<file path="config.mk">
export PLATFORM = sky130hd
export DESIGN_NAME = ntt_engine_param
export DESIGN_NICKNAME = d
export VERILOG_FILES = /design/src/rtl/ntt_engine_param.sv
export SDC_FILE = /design/constraint.sdc
export NUM_CORES = 2
export LEC_CHECK = 0
export CELL_PAD_IN_SITES_DETAIL_PLACEMENT = 1
export CELL_PAD_IN_SITES_GLOBAL_PLACEMENT = 2
export CORE_ASPECT_RATIO = 1.5
export CORE_UTILIZATION = 36
export CTS_CLUSTER_DIAMETER = 60
export DETAILED_ROUTE_END_ITERATION = 12
export PLACE_DENSITY = 0.9
export RECOVER_POWER = 25
export SYNTH_ARGS = -nofsm -noshare
export SYNTH_HDL_FRONTEND = slang
export SYNTH_SLANG_ARGS = --single-unit
</file>
<file path="constraint.sdc">
create_clock -name clk -period 26 [get_ports clk]
set_input_delay 5.2 -clock clk [delete_from_list [all_inputs] [get_ports clk]]
set_output_delay 5.2 -clock clk [all_outputs]
set_load 0.1 [all_outputs]
</file>
<file path="src/rtl/ntt_engine_param.sv">
// ntt_engine_param: iterative radix-2 forward/inverse NTT with one 3-stage butterfly and streamed I/O.
// Define NTT_INV_SCALE_EN to multiply inverse-mode outputs by NINV on unload.
module ntt_engine_param #(
  parameter int LOG_N = 4,
  parameter int W     = 16,
  parameter int Q     = 3329,
  parameter int NINV  = 3121
) (
  input  logic             clk,
  input  logic             rst,
  input  logic             start,
  input  logic             mode,
  input  logic             in_valid,
  output logic             in_ready,
  input  logic [W-1:0]     in_data,
  output logic             out_valid,
  input  logic             out_ready,
  output logic [W-1:0]     out_data,
  output logic [LOG_N-1:0] tw_addr,
  output logic             tw_inv,
  input  logic [W-1:0]     tw_data,
  output logic             busy,
  output logic             done
);
  localparam int N  = 1 << LOG_N;
  localparam int CW = LOG_N + 1;
  localparam logic [W-1:0]   QW = W'(Q);
  localparam logic [2*W-1:0] QX = (2*W)'(Q);
  localparam logic [W-1:0]   NW = W'(NINV % Q);
`ifdef NTT_INV_SCALE_EN
  localparam bit SCALE = 1'b1;
`else
  localparam bit SCALE = 1'b0;
`endif

  typedef enum logic [2:0] {IDLE, LOAD, COMP, DRAIN, UNLOAD} state_t;

  state_t           state_q, state_d;
  logic             mode_q, v1_q, v2_q, out_valid_q, done_q;
  logic [CW-1:0]    cnt_q;
  logic [LOG_N-1:0] bf_q, ia1_q, ib1_q, ia2_q, ib2_q;
  logic [3:0]       s_q, lm;
  logic [1:0]       dr_q;
  logic [W-1:0]     ram_q [N];
  logic [W-1:0]     a1_q, b1_q, x2_q, out_data_q;
  logic [2*W-1:0]   p2_q;
  logic [LOG_N-1:0] m, lo, ia, ib, ld_addr, rd_addr;
  logic [W-1:0]     t2, wa, wb, rd;
  logic             last_bf, last_dr, last_out, out_adv, out_hs;

  function automatic logic [LOG_N-1:0] brev(input logic [LOG_N-1:0] x);
    logic [LOG_N-1:0] r;
    for (int i = 0; i < LOG_N; i++) r[i] = x[LOG_N-1-i];
    return r;
  endfunction

  function automatic logic [W-1:0] add_q(input logic [W-1:0] x, input logic [W-1:0] y);
    logic [W:0] t;
    t = {1'b0, x} + {1'b0, y};
    return (t >= {1'b0, QW}) ? W'(t - {1'b0, QW}) : W'(t);
  endfunction

  function automatic logic [W-1:0] sub_q(input logic [W-1:0] x, input logic [W-1:0] y);
    return (x >= y) ? x - y : QW - (y - x);
  endfunction

  function automatic logic [2*W-1:0] mul(input logic [W-1:0] x, input logic [W-1:0] y);
    return {{W{1'b0}}, x} * {{W{1'b0}}, y};
  endfunction

  // Butterfly b maps to pair (k, k+m): insert a zero at bit log2(m) of b.
  assign lm      = mode_q ? 4'(LOG_N - 1) - s_q : s_q;
  assign m       = LOG_N'(1) << lm;
  assign lo      = bf_q & (m - LOG_N'(1));
  assign ia      = ((bf_q >> lm) << (lm + 4'd1)) | lo;
  assign ib      = ia | m;
  assign ld_addr = mode_q ? cnt_q[LOG_N-1:0] : brev(cnt_q[LOG_N-1:0]);
  assign rd_addr = mode_q ? brev(cnt_q[LOG_N-1:0]) : cnt_q[LOG_N-1:0];
  assign rd      = ram_q[rd_addr];
  assign t2      = W'(p2_q % QX);
  assign wa      = mode_q ? x2_q : add_q(x2_q, t2);
  assign wb      = mode_q ? t2 : sub_q(x2_q, t2);
  assign last_bf  = bf_q == LOG_N'(N / 2 - 1);
  assign last_dr  = dr_q == 2'd2;
  assign last_out = cnt_q == CW'(N);
  assign out_hs   = out_valid_q && out_ready;
  assign out_adv  = !out_valid_q || out_ready;

  assign in_ready  = state_q == LOAD;
  assign busy      = state_q != IDLE;
  assign tw_addr   = (state_q == COMP) ? (m | lo) : '0;
  assign tw_inv    = mode_q;
  assign out_valid = out_valid_q;
  assign out_data  = out_data_q;
  assign done      = done_q;

  always_comb begin
    state_d = state_q;
    case (state_q)
      IDLE:    state_d = start ? LOAD : IDLE;
      LOAD:    state_d = (in_valid && cnt_q == CW'(N - 1)) ? COMP : LOAD;
      COMP:    state_d = last_bf ? DRAIN : COMP;
      DRAIN:   state_d = !last_dr ? DRAIN : (s_q == 4'(LOG_N - 1)) ? UNLOAD : COMP;
      UNLOAD:  state_d = (out_hs && last_out) ? IDLE : UNLOAD;
      default: state_d = IDLE;
    endcase
  end

  always_ff @(posedge clk) begin
    if (rst) begin
      state_q     <= IDLE;
      mode_q      <= 1'b0;
      cnt_q       <= '0;
      bf_q        <= '0;
      s_q         <= '0;
      dr_q        <= '0;
      v1_q        <= 1'b0;
      v2_q        <= 1'b0;
      out_valid_q <= 1'b0;
      out_data_q  <= '0;
      done_q      <= 1'b0;
    end else begin
      state_q <= state_d;
      if (state_q == IDLE && start) mode_q <= mode;
      cnt_q <= ((state_q == LOAD && in_valid) || (state_q == UNLOAD && out_adv && !last_out)) ? cnt_q + CW'(1)
             : (state_q == LOAD || state_q == UNLOAD) ? cnt_q : '0;
      bf_q   <= (state_q == COMP && !last_bf) ? bf_q + LOG_N'(1) : '0;
      dr_q   <= (state_q == DRAIN && !last_dr) ? dr_q + 2'd1 : '0;
      s_q    <= (state_q == IDLE) ? '0 : (state_q == DRAIN && last_dr) ? s_q + 4'd1 : s_q;
      v1_q   <= state_q == COMP;
      v2_q   <= v1_q;
      done_q <= state_q == UNLOAD && out_hs && last_out;
      if (state_q == UNLOAD && out_adv) begin
        out_valid_q <= !last_out;
        if (!last_out) out_data_q <= (SCALE && mode_q) ? W'(mul(rd, NW) % QX) : rd;
      end
    end
  end

  // Stage 0 reads the pair, stage 1 multiplies with the returned twiddle, stage 2 reduces and writes back.
  always_ff @(posedge clk) begin
    a1_q  <= ram_q[ia];
    b1_q  <= ram_q[ib];
    ia1_q <= ia;
    ib1_q <= ib;
    ia2_q <= ia1_q;
    ib2_q <= ib1_q;
    x2_q  <= mode_q ? add_q(a1_q, b1_q) : a1_q;
    p2_q  <= mul(mode_q ? sub_q(a1_q, b1_q) : b1_q, tw_data);
    if (state_q == LOAD && in_valid) begin
      ram_q[ld_addr] <= in_data % QW;
    end else if (v2_q) begin
      ram_q[ia2_q] <= wa;
      ram_q[ib2_q] <= wb;
    end
  end
endmodule

</file>
* Word-level counts from Yosys, hierarchy flattened *
Memory sizes are Yosys's and may differ from the RTL's. A register that Yosys moved wholly into a read port is not among the register bits.
Index checks and enable logic that the tools add are counted.

word-level totals
  ROM bits = 0
  RAM bits = 256
  input bits = 38
  output and inout bits = 25
  register bits = 87
  latch bits = 0
  logic and storage cells = 116
  memories kept = 1

operators by class
  add/sub/neg operators = 17
  equality and inequality tests = 10
  mux-type cells = 29
  multipliers = 1
  bitwise operators = 7
  $lt $le $gt $ge = 4
  shifts and indexed selects = 3
  reductions and logical operators = 26
  div/mod/pow operators = 2

memories
  name   depth  bits a word  read ports  clocked after memory_dff  write ports  line  text
  ram_q  16     16           3           3                         2            44    logic [W-1:0] ram_q [N];

operator list
  operator                                                              count
  2-to-1 mux 16 bit                                                     9
  subtractor 16 bit                                                     4
  adder 16 x 16 -> 17 bit                                               2
  greater-or-equal comparator 17 x 12 -> 1 bit (second input constant)  2
  greater-or-equal comparator 16 bit                                    2
  modulo 32 x 12 -> 32 bit (second input constant)                      1
  multiplier 16 x 16 -> 32 bit                                          1
  subtractor 12 x 16 -> 16 bit (first input constant)                   2
  subtractor 16 x 12 -> 16 bit (second input constant)                  2
  2-to-1 mux 4 bit                                                      5
  modulo 16 x 12 -> 16 bit (second input constant)                      1
  OR reduction 16 bit                                                   1
  one-hot mux 3 bit (5 select lines)                                    1
  adder 4 x 1 -> 4 bit (second input constant)                          3
  logical AND 1 bit                                                     12
  OR 4 bit                                                              3
  2-to-1 mux 5 bit                                                      2
  2-to-1 mux 3 bit                                                      3
  2-to-1 mux 1 bit                                                      8
  equality test 3 x 2 -> 1 bit (second input constant)                  2
  OR reduction 2 bit                                                    3
  adder 5 x 1 -> 5 bit (second input constant)                          1
  equality test 5 x 4 -> 1 bit (second input constant)                  1
  equality test 5 bit (second input constant)                           1
  other kinds (20)                                                      27

* Depth between registers and ports, before layout *
  word-level depth = 7
  depth in mapped cells = 116

* Worst setup path before layout *
No wires, ideal clock.

  kind = reg2reg
  from = reg p2_q[22]
  to = mem ram_q[6][7], data pin
  setup time = 180 ps
  data arrival time = 24369 ps
  cell stages (with the launch flop) = 104
  path slack = 1450 ps
  period minus slack after synthesis = 24550 ps
  cells stage by stage = dfxtp_1 > or4_1 > buf_2 > a2111oi_4 > nand2_2 > a2bb2oi_1 > or4_1 > buf_2 > a211o_1 > a2111oi_4 > or3_1 > a21oi_1 > nor2_1 > mux2i_1 > o21ai_0 > or4_1 > and4_1 > a31oi_2 > [... 68 more ...] > a21oi_1 > o21bai_1 > a21oi_1 > o21bai_1 > a211oi_1 > a21oi_1 > nor3_1 > nand2_1 > nor2_1 > o21ai_0 > nand3_1 > o21ai_0 > a21oi_1 > a211oi_1 > a21oi_1 > dlygate4sd1_1 > nor2_1 > a221oi_1

RTL lines
  what                    line  text
  start, declared         46    logic [2*W-1:0] p2_q;
  start signal, assigned  149   p2_q <= mul(mode_q ? sub_q(a1_q, b1_q) : b1_q, tw_data);
  end, declared           44

==> tab_implementation.tex <==
\begin{tabular}{lr}
\hline
Metric & Value \\
\hline
\multicolumn{2}{l}{\textbf{Placed design}} \\
\quad Global placement routability congestion & 0.928 \\
\quad Dpl ws & -909 ps \\
\quad Count of buffers from port buffering & 62 \\
\quad DP HPWL & 145000 um \\
\multicolumn{2}{l}{\textbf{Worst setup path}} \\
\quad Setup Crit Path Kind & register to register \\
\quad Endpoint of the worst setup timing path & ram\_q[12][15] \\
\quad CP bufs+invs & 7 \\
\quad Cells on worst reg2reg path & between 90 and 100 \\
\quad Start of the worst register-to-register path & p2\_q[22] \\
\quad Crit path capture type & register \\
\quad Critical path's largest stage delay & 630 ps \\
\quad Type of element launching the critical path & register \\
\quad Reg2Reg Capture Point & ram\_q[12][15] \\
\quad Data arrival, critical path & 25520 ps \\
\quad Max Fanout on Critical Path & 18 \\
\quad Minimum setup slack among reg-to-reg paths & 990 ps \\
\quad Endpoint required time on the critical path & roughly 27000 ps \\
\quad Delay-heaviest family, CP & compound AO/OA/AOI/OAI gates \\
\quad Launching element of the worst setup path & p2\_q[22] \\
\quad Number of cells on the critical path & 92 \\
\quad Slowest cell on the critical path & sky130\_fd\_sc\_hd\_\_or4\_4 \\
\multicolumn{2}{l}{\textbf{Detailed routing}} \\
\quad Number of vias per cell & between 6 and 7 \\
\quad DRT met1 WL & 69300 um \\
\quad Detailed-route DRC error count & 0 \\
\quad Sum of met2 wire segment lengths after detailed routing & 102000 um \\
\quad Routed wire length & 201000 um \\
\quad Post-route ant nets & 0 \\
\quad Met3 wire len & 11400 um \\
\quad First-iteration detailed-routing DRC count & 3898 \\
\quad Detailed Routing Iterations Pass 1 & 8 \\
\quad Via Count & 49400 \\
\quad Average wire per cell in the routed design & approximately 25 um \\
\quad Highest layer used for signal routing & met5 \\
\multicolumn{2}{l}{\textbf{Finish}} \\
\quad Sequential cell area in the final layout & 10400 um2 \\
\quad Final net count & just under 7000 \\
\quad Fill cells & 15800 \\
\quad Area growth syn-to-layout & 14.5\% \\
\quad Area of combinational cells with multiple inputs & 35200 um2 \\
\quad Share of post-route cells with drive strength above 1 & between 10\% and 20\% \\
\multicolumn{2}{l}{\textbf{CTS}} \\
\quad CTS tree & yes \\
\quad Clock tree sinks & 391 \\
\quad Deepest level of the CTS H-tree & 2 \\
\quad Cell at the root of the clock tree & sky130\_fd\_sc\_hd\_\_clkbuf\_16 \\
\quad \# hold bufs at CTS & 0 \\
\quad Clock latency reported for the late side of the worst-skew pair & 680 ps \\
\quad Clock input transition at the sequential cells of the worst setup and hold paths & 60 ps \\
\quad Number of clock buffers inserted by TritonCTS & 49 \\
\quad Largest buffer count on any clock path & 3 \\
\multicolumn{2}{l}{\textbf{Yosys}} \\
\quad Synthesized net count & $\sim$6700 \\
\quad Post-synth top cells & sky130\_fd\_sc\_hd\_\_nand2\_1, sky130\_fd\_sc\_hd\_\_nor2\_1, sky130\_fd\_sc\_hd\_\_inv\_1, sky130\_fd\_sc\_hd\_\_clkbuf\_1, sky130\_fd\_sc\_hd\_\_a21oi\_1 \\
\quad Proportion of synthesized flip-flops having asynchronous set or reset & 0\% \\
\quad Synth Warn \# & 0 \\
\quad Fraction of synthesized cell area taken by the top area cell type & around 16\% \\
\quad Combined area of all synthesized cells & 47400 um2 \\
\quad Mean instance size in the synthesized netlist & 7.66 um2 \\
\quad Cell taking the most area after synthesis & sky130\_fd\_sc\_hd\_\_edfxtp\_1 \\
\quad EDFF count, synth & 256 \\
\quad Most used standard cell by instance count after synthesis & sky130\_fd\_sc\_hd\_\_nand2\_1 \\
\quad Prevailing post-synth register cell & sky130\_fd\_sc\_hd\_\_edfxtp\_1 \\
\quad Unique masters post-synth & 137 \\
\quad Cell types with the largest area share after synthesis & sky130\_fd\_sc\_hd\_\_edfxtp\_1, sky130\_fd\_sc\_hd\_\_nand2\_1, sky130\_fd\_sc\_hd\_\_fa\_1, sky130\_fd\_sc\_hd\_\_ha\_1, sky130\_fd\_sc\_hd\_\_dfxtp\_1 \\
\quad Proportion of synthesized chip area in sequential cells & 21.9\% \\
\quad Number of register bits inferred by synthesis & 391 \\
\quad Synth Instances & 6194 \\
\multicolumn{2}{l}{\textbf{Hold path}} \\
\quad Worst min-delay path class & register to register \\
\multicolumn{2}{l}{\textbf{Global routing}} \\
\quad Pin count of the biggest net entering global routing & 130 \\
\quad Vias in the first global route & 51500 \\
\quad Total overflow reported by the global router & 0 \\
\quad Number of antenna violations at the first check in global routing & 8 \\
\quad Total global routing track utilization & 29.1\% \\
\quad Wire length of the first global-routing pass & 301000 um \\
\multicolumn{2}{l}{\textbf{Timing}} \\
\quad Worst setup margin & 989 ps \\
\quad Actual transition at the worst max-transition pin & 4690 ps \\
\quad Hold WS & 326 ps \\
\quad Relative max-transition margin & -216\% \\
\quad Final Hold Viols & 0 \\
\quad Share of the clock period used by the worst path after layout & 96.2\% \\
\quad Maximum clock skew at final layout & 50.7 ps \\
\quad Highest Clock Rate & 40.0 MHz \\
\quad Number of max-slew violations in the final report & 652 \\
\quad Final critical-path required period & about 25000 ps \\
\quad Number of endpoints failing setup at the final stage & 0 \\
\multicolumn{2}{l}{\textbf{Job}} \\
\quad Number of max-capacitance violations reported & 21 \\
\multicolumn{2}{l}{\textbf{Die}} \\
\quad Number of placement rows & around 160 \\
\quad Die height & between 400 and 500 um \\
\quad Width of the die & around 300 um \\
\quad Core Area & between 100000 and 150000 um2 \\
\quad Die Area & 133000 um2 \\
\quad Starting utilization of the core area & a little over a third \\
\quad Top Ports & 63 \\
\multicolumn{2}{l}{\textbf{Run status}} \\
\quad Violated checks & capacitance limit, slew limit \\
\quad Run status & finished with violations \\
\hline
\end{tabular}
==> state kept, by name, summed over array words and instances (netlist names), 3 cells and up <==
| signal | flops |
|---|---|
| ib1_q | 4 |
| x2_q | 16 |
| ia2_q | 4 |
| cnt_q | 5 |
| b1_q | 16 |
| s_q | 4 |
| bf_q | 4 |
| ram_q | 256 |
| ib2_q | 4 |
| p2_q | 32 |
| state_q | 3 |
| a1_q | 16 |
| out_data | 16 |
| ia1_q | 4 |
==> kinds of logic (layout without fill, tap and decap cells) <==
kind of cell	count (synthesis)	in the layout	share of synthesized area, %
flip-flops	391	391	21.9
other	0	3	0
buffers and inverters	810	917	6.62
AO/OA/AOI/OAI	1490	1490	22.5
adder cells (fa/ha/maj)	460	460	15.5
XOR/XNOR	276	276	5.25
AND/OR/NAND/NOR	2659	2659	25.8
multiplexers	108	108	2.38
==> worst reg2reg max path, delay by kind of cell (launching register included) <==
family	cells	cell delay [ps]
muxes	2	590
buffers and inverters	7	1280
xor gates and xnor gates	2	390
DFF	1	380
adders and majority gates	2	700
and+or+nand+nor	32	9340
AOI/OAI and AO/OA	47	12180
==> per-stage QoR <==
stage / instances / TNS, ps / instance area (um2) / utilization (%)
floorplan: 6194 / 0 / 47400 / -
global placement: 7880 / 0 / 51300 / 39.3
detailed placement: 7880 / -55930 / 51300 / 39.3
CTS: 7978 / 0 / 53200 / 40.8
global route: 8026 / -12970 / 54300 / 41.7
finish: 8026 / 0 / 54300 / 41.7
==> cell type report <==
cell class / instances / share of cell area, %
Multi-Input combinational cell: 4993 / 64.8
Antenna cell: 3 / 0.0138
Timing Repair Buffer: 412 / 5.95
Clock buffer: 64 / 2.47
Inverter: 413 / 2.86
Sequential cell: 391 / 19.1
Tap cell: 1722 / 3.97
Clock inverter: 28 / 0.753
==> metal layers <==
metal	global-route usage (%)	up-vias
li1	-	22100
met1	29.7	24500
met2	54.2	1934
met3	3.71	906
met4	21.3	12
met5	0	-
==> worst min-delay path by stage <==
| stage | from | end | cells after the start |
|---|---|---|---|
| floorplan | ia1_q[0] | ia2_q[0] | 0 |
| global placement | ia1_q[0] | ia2_q[0] | 0 |
| detailed placement | ib1_q[2] | ib2_q[2] | 0 |
| CTS | ia1_q[2] | ia2_q[2] | 0 |
| global route | ia1_q[2] | ia2_q[2] | 0 |
| finish | ib1_q[2] | ib2_q[2] | 0 |
==> repair_timing <==
item	4_1_cts	5_1_grt
endpoints found under the hold margin	0	0
setup endpoints to repair	239	256
gates resized for setup	28	173
pin swaps	3	33
buffers inserted	6	45
==> cell usage in the layout (no fill, tap or decap), types with 24 or more instances in the layout <==
cell type,synthesis,layout
sky130_fd_sc_hd__and2_1,110,100
sky130_fd_sc_hd__o211ai_1,57,57
sky130_fd_sc_hd__a311oi_1,119,116
sky130_fd_sc_hd__a21o_1,25,25
sky130_fd_sc_hd__and3_1,177,175
sky130_fd_sc_hd__o21ai_1,72,80
sky130_fd_sc_hd__edfxtp_1,256,256
sky130_fd_sc_hd__clkbuf_16,0,50
sky130_fd_sc_hd__nand2b_1,49,47
sky130_fd_sc_hd__a31oi_1,121,118
sky130_fd_sc_hd__buf_4,7,331
sky130_fd_sc_hd__dfxtp_1,135,130
sky130_fd_sc_hd__nand3_1,174,174
sky130_fd_sc_hd__o221ai_1,41,41
sky130_fd_sc_hd__nor2_1,442,434
sky130_fd_sc_hd__nand4_1,24,24
sky130_fd_sc_hd__inv_1,403,400
sky130_fd_sc_hd__nand2_1,1305,1303
sky130_fd_sc_hd__a21oi_1,309,298
sky130_fd_sc_hd__mux2i_1,76,73
sky130_fd_sc_hd__o22ai_1,28,27
sky130_fd_sc_hd__nor2b_1,47,47
sky130_fd_sc_hd__or3_1,46,41
sky130_fd_sc_hd__a211oi_1,84,78
sky130_fd_sc_hd__clkdlybuf4s50_1,0,39
sky130_fd_sc_hd__fa_1,220,220
sky130_fd_sc_hd__nor4_1,47,30
sky130_fd_sc_hd__nor3_1,100,88
sky130_fd_sc_hd__o21ai_0,176,150
sky130_fd_sc_hd__xnor2_1,192,183
sky130_fd_sc_hd__xor2_1,76,74
sky130_fd_sc_hd__a221o_1,53,52
sky130_fd_sc_hd__ha_1,226,226
sky130_fd_sc_hd__o21bai_1,60,58
sky130_fd_sc_hd__clkbuf_1,321,25
sky130_fd_sc_hd__mux2_2,29,28
Power is not shown: default switching activity piles up to over one toggle a cycle in this logic, so the estimate is an artifact.
